[src/rtl/keypad_calc_ctrl.sv]
// Keypad-driven calculator controller: hold/debounce, operand entry, op select, ALU launch.
// Optional build macro KCC_AUTOCLEAR_EN clears operands and overflow when a calculation completes.
module keypad_calc_ctrl #(
  parameter int DIGITS      = 4,
  parameter int HOLD_CYCLES = 10000,
  localparam int OPW        = 4 * DIGITS,
  localparam int IW         = $clog2(DIGITS + 1)
) (
  input  logic           clk,
  input  logic           rst,
  input  logic [4:0]     key,
  input  logic           alu_done,
  output logic [1:0]     state,
  output logic [IW-1:0]  index,
  output logic           sel_b,
  output logic [2:0]     op_code,
  output logic [OPW-1:0] opa,
  output logic [OPW-1:0] opb,
  output logic           alu_start,
  output logic           overflow
);

  localparam int CW = $clog2(HOLD_CYCLES) + 1;
  localparam logic [CW-1:0] HOLD_LAST = CW'(HOLD_CYCLES - 1);
  localparam logic [IW-1:0] IDX_FULL  = IW'(DIGITS);

  typedef enum logic [1:0] {
    S_WPR  = 2'd0,
    S_GON  = 2'd1,
    S_OP   = 2'd2,
    S_EXEC = 2'd3
  } state_t;

  state_t         state_r, state_s;
  logic [CW-1:0]  cnt_r, cnt_s;
  logic [IW-1:0]  index_r, index_s;
  logic           sel_b_r, sel_b_s;
  logic [2:0]     op_code_r, op_code_s;
  logic [OPW-1:0] opa_r, opa_s, opb_r, opb_s;
  logic           alu_start_r, alu_start_s;
  logic           overflow_r, overflow_s;
  logic           done_seen_r, done_seen_s;
  logic           expired_s;

  // Newest digit enters the low nibble, oldest digit falls off the top.
  function automatic logic [OPW-1:0] shift_digit(input logic [OPW-1:0] val, input logic [3:0] code);
    shift_digit = (val << 4) | OPW'(code);
  endfunction

  function automatic logic [2:0] op_decode(input logic [3:0] code);
    case (code)
      4'hB:    op_decode = 3'd1;
      4'hC:    op_decode = 3'd2;
      4'hD:    op_decode = 3'd3;
      4'hE:    op_decode = 3'd4;
      4'hF:    op_decode = 3'd5;
      default: op_decode = 3'd0;
    endcase
  endfunction

  // State and datapath registers
  always_ff @(posedge clk) begin
    if (rst) begin
      state_r     <= S_WPR;
      cnt_r       <= '0;
      index_r     <= '0;
      sel_b_r     <= 1'b0;
      op_code_r   <= 3'd0;
      opa_r       <= '0;
      opb_r       <= '0;
      alu_start_r <= 1'b0;
      overflow_r  <= 1'b0;
      done_seen_r <= 1'b0;
    end else begin
      state_r     <= state_s;
      cnt_r       <= cnt_s;
      index_r     <= index_s;
      sel_b_r     <= sel_b_s;
      op_code_r   <= op_code_s;
      opa_r       <= opa_s;
      opb_r       <= opb_s;
      alu_start_r <= alu_start_s;
      overflow_r  <= overflow_s;
      done_seen_r <= done_seen_s;
    end
  end

  // Next-state and datapath update
  always_comb begin
    state_s     = state_r;
    cnt_s       = cnt_r;
    index_s     = index_r;
    sel_b_s     = sel_b_r;
    op_code_s   = op_code_r;
    opa_s       = opa_r;
    opb_s       = opb_r;
    alu_start_s = 1'b0;
    overflow_s  = overflow_r;
    done_seen_s = done_seen_r;
    expired_s   = (cnt_r == HOLD_LAST);

    case (state_r)
      S_WPR: begin
        if (key[4]) begin
          cnt_s = '0;
          if (key[3:0] <= 4'd9) begin
            if (index_r < IDX_FULL) begin
              if (sel_b_r) begin
                opb_s = shift_digit(opb_r, key[3:0]);
              end else begin
                opa_s = shift_digit(opa_r, key[3:0]);
              end
              index_s = index_r + IW'(1);
            end else begin
              overflow_s = 1'b1;
            end
            state_s = S_GON;
          end else if (key[3:0] == 4'hA) begin
            sel_b_s = ~sel_b_r;
            index_s = '0;
            state_s = S_GON;
          end else begin
            op_code_s = op_decode(key[3:0]);
            index_s   = '0;
            state_s   = S_OP;
          end
        end else begin
          state_s = S_WPR;
        end
      end
      S_GON: begin
        if (expired_s) begin
          cnt_s = '0;
          if (!key[4]) begin
            state_s = S_WPR;
          end else begin
            state_s = S_GON;
          end
        end else begin
          cnt_s = cnt_r + CW'(1);
        end
      end
      S_OP: begin
        if (expired_s) begin
          cnt_s = '0;
          if (!key[4]) begin
            state_s     = S_EXEC;
            alu_start_s = 1'b1;
            done_seen_s = 1'b0;
          end else begin
            state_s = S_OP;
          end
        end else begin
          cnt_s = cnt_r + CW'(1);
        end
      end
      S_EXEC: begin
        // A done that arrives while the key is still held is remembered until release.
        if ((done_seen_r || alu_done) && !key[4]) begin
          state_s     = S_WPR;
          sel_b_s     = 1'b0;
          index_s     = '0;
          done_seen_s = 1'b0;
`ifdef KCC_AUTOCLEAR_EN
          opa_s      = '0;
          opb_s      = '0;
          overflow_s = 1'b0;
`endif
        end else if (alu_done) begin
          done_seen_s = 1'b1;
        end else begin
          done_seen_s = done_seen_r;
        end
      end
      default: begin
        state_s = S_WPR;
      end
    endcase
  end

  assign state     = state_r;
  assign index     = index_r;
  assign sel_b     = sel_b_r;
  assign op_code   = op_code_r;
  assign opa       = opa_r;
  assign opb       = opb_r;
  assign alu_start = alu_start_r;
  assign overflow  = overflow_r;

endmodule

[config.mk]
export PLATFORM = sky130hd
export DESIGN_NAME = keypad_calc_ctrl
export DESIGN_NICKNAME = d
export VERILOG_FILES = /design/src/rtl/keypad_calc_ctrl.sv
export SDC_FILE = /design/constraint.sdc
export NUM_CORES = 1
export LEC_CHECK = 0
export BUFFER_PORTS_ARGS = -buffer_cell sky130_fd_sc_hd__buf_2
export CORE_MARGIN = 3
export CORE_UTILIZATION = 38
export DETAILED_ROUTE_END_ITERATION = 6
export PLACE_DENSITY = 0.56
export SYNTH_ARGS = -nofsm -noshare
export SYNTH_HDL_FRONTEND = slang
export SYNTH_SLANG_ARGS = --single-unit
export TNS_END_PERCENT = 1
[constraint.sdc]
create_clock -name clk -period 3.2 [get_ports clk]
set_input_delay 0.16 -clock clk [delete_from_list [all_inputs] [get_ports clk]]
set_output_delay 0.16 -clock clk [all_outputs]
set_load 0.02 [all_outputs]
==> impl_metrics.toml <==
[status]
status = "complete, no violations"

[sta]
worstMarginPinSlew_ns = 0.5766
period_minus_slack_ns = 2.255
slew_headroom_pct = 61.02
finalClockSkew_ns = 0.01080
holdWs_ns = 0.1245
rsz0062_at_grt = "no"
finalHoldViolations = 0
fin_tns_setup_ns = 0
timing.fmax_ghz = 0.4434
slew_viol_final = 0
setup_viol = 0
post-route-period-util_pct = 70.47

[yosys]
yosysTopAreaCellShare_pct = 46.03
ys_warn_count = 0
synth_top_area_cell = "dfxtp_1"
ys_types = 45
synth-async-reset-ratio_pct = 0
synth_nets = 308
synth_most_common_cell = "dfxtp_1"
synth_ff_type = "dfxtp_1"
synth-edff-count = 0
ys_seq_area_share_pct = 46.03
synth.avg_cell_area_sq_um = 8.729
ys_ff_latch = 59
ys_top_cells_by_area = "dfxtp_1 46%, mux2i_1 6.2%, nand2_1 6.1%"
synth_commonest_cells = "59 x dfxtp_1, 42 x nand2_1, 30 x nor2_1, 29 x a21oi_1, 16 x mux2i_1"
synthCells = 294
syn_area_sq_um = 2566

[die]
initial_core_util_pct = 39.73
dieHeight_microns = 88.18
rows = 29
core_area_sq_um = 6459
die_area_sq_um = 7775
die_x_microns = 88.18
num_io_pins = 51

[power_and_ir_drop]
combinationalPowerShare_pct = 15.9
power_density_nw_per_um2 = 559.8
peakVddDrop_uv = 220.4
p_leak_nw = 1.311
p_clk_share_pct = 38.6
swShare_pct = 28.47
switchingPower_w = 0.0004893
seqPwrFrac_pct = 45.5
p_int_w = 0.001230

[worst_setup_path]
path_buf_inv = 1
critPathMaxStageDelay_ns = 0.60
crit_chain = "inv_1 > ha_1 > mux2i_2 > or4b_4 > or3_1 > a21oi_1"
end_kind = "flip-flop"
path_delay_family = "simple AND/OR/NAND/NOR gates"
worst-setup-path-type = "flip-flop to flip-flop"
crit_fanout = 11
cp_slowest_cell = "or4b_4"
crit_path_start_kind = "flip-flop"
critPathArrivalTime_ns = 2.52
critical_path_depth = 6
crit_required_ns = 3.46
worst-r2r-cell-count = 6

[cts]
hold_buffers = 0
htreeDepth = 3
clock-sinks = 59
postCtsSetupRepairBufs = 0
clkLatencyLatePin_ns = 0.33
cts_tree = "done"
clk_pin_slew_worst_paths_ns = 0.07
root_buffer = "clkbuf_8"
cts_made_buffers = 9
clockBufferDepth = 2
cts_resized = 0

[grt]
grt_pass1_vias = 1985
antenna_found_initial = 0
grt_first_pass_wirelength_mm = 9.266
grt_max_degree = 27
grt_overflow_total = 0
track_usage_pct = 15.26

[placement]
io_buffers = 50
dp_hpwl_mm = 3.907
gp_congestion = 0.7759

[finish]
drive_gt1_share_pct = 21.49
nets = 359
diodes = 0
area_growth_pct = 19.65

[hold_path]
whs_path_depth = 3
hold_path_class = "input port to flip-flop"

[drt]
ant_nets = 0
num_vias = 2176
wl_met3_microns = 263
dr.pass1.iters = 4
viasPerCell = 5.108
route.detailed.drc = 0
wl_met1_mm = 2.677
drtIter0Drc = 48
wl_mm = 5.610
wl_met2_mm = 2.555
wl_per_cell_microns = 13.17
highest_layer = "met4"

[run]
max_cap_viol_count = 0
[final timing paths]
path                                            start                      to  slack (ns)
worst max-delay path            state[0]$_SDFFE_PP0P_  cnt_r[14]$_SDFFE_PP0P_        0.94
worst min-delay path                           key[0]     opa[0]$_SDFFE_PP0P_        0.12
worst max register to register  state[0]$_SDFFE_PP0P_  cnt_r[14]$_SDFFE_PP0P_        0.94
worst min register to register   opa[13]$_SDFFE_PP0P_    opa[13]$_SDFFE_PP0P_        0.45
[cell usage in the layout, fill, tap and decap left out, types with 5 or more instances in the layout]
cell and n:
dfxtp_1 59, nand2_1 42, buf_2 50, nand4_1 6, ha_1 6, o21ai_0 13, mux2i_1 16, nand3_1 10
inv_1 5, nor2_1 30, a21oi_1 29, clkbuf_8 10
[routing by layer]
metal | GRT usage, % | vias up
met5 | 0 | -
met3 | 3.481 | 9
met2 | 23.32 | 38
li1 | - | 1138
met4 | 8.242 | 0
met1 | 19.92 | 991
[state kept, by name, summed over array words and instances (netlist names)]
| register | count |
|---|---|
| alu_start | 1 |
| cnt_r | 15 |
| done_seen_r | 1 |
| index | 3 |
| op_code | 3 |
| opa | 16 |
| opb | 16 |
| overflow | 1 |
| sel_b | 1 |
| state | 2 |
[worst min-delay path, cell delays in order]
cell and delay (ns):
buf_2 0.14, nand2_1 0.06, a21oi_1 0.05
[cell type report]
class                      instances  area, sq um
fill                             660         3388
clock buffer                      10        137.6
inverter                           5        18.77
sequential                        59         1181
clock inverter                     5        53.80
timing repair buffer              54        280.3
tap                               77        96.34
multi-input combinational        216         1303
[stage by stage]
stage,power [W],worst slack (ns),std cells,utilization (%),area [sq um]
after global placement,0.001072,1.029,411,44.58,2879
after global routing,0.001811,0.7808,426,47.54,3070
after floorplan,0.001004,0.9696,294,-,2566
after CTS,0.001740,0.9230,426,47.54,3070
after detailed placement,0.001073,0.9505,411,44.58,2879
final,0.001719,0.9448,426,47.54,3070
[power groups by stage]
stage	Clock [W]	Combinational [W]	Sequential, W
3_3_place_gp	0	0.000274	0.000798
5_1_grt	0.000721	0.000305	0.000785
6_report	0.000663	0.000274	0.000782
2_1_floorplan	0	0.000185	0.000819
3_5_place_dp	0	0.000274	0.000798
4_1_cts	0.000683	0.000276	0.000782
[logic make-up (layout without fill, tap and decap cells)]
| kind of cell | Yosys count | after routing | share of synthesized area, % |
|---|---|---|---|
| mux | 18 | 18 | 7.216 |
| fa+ha+maj | 6 | 6 | 2.925 |
| flops | 59 | 59 | 46.03 |
| simple gates | 127 | 127 | 25.26 |
| compound gates | 57 | 57 | 12.63 |
| xor+xnor | 8 | 8 | 2.730 |
| buf+inv | 19 | 74 | 3.218 |
(Power assumes the default switching activity.)
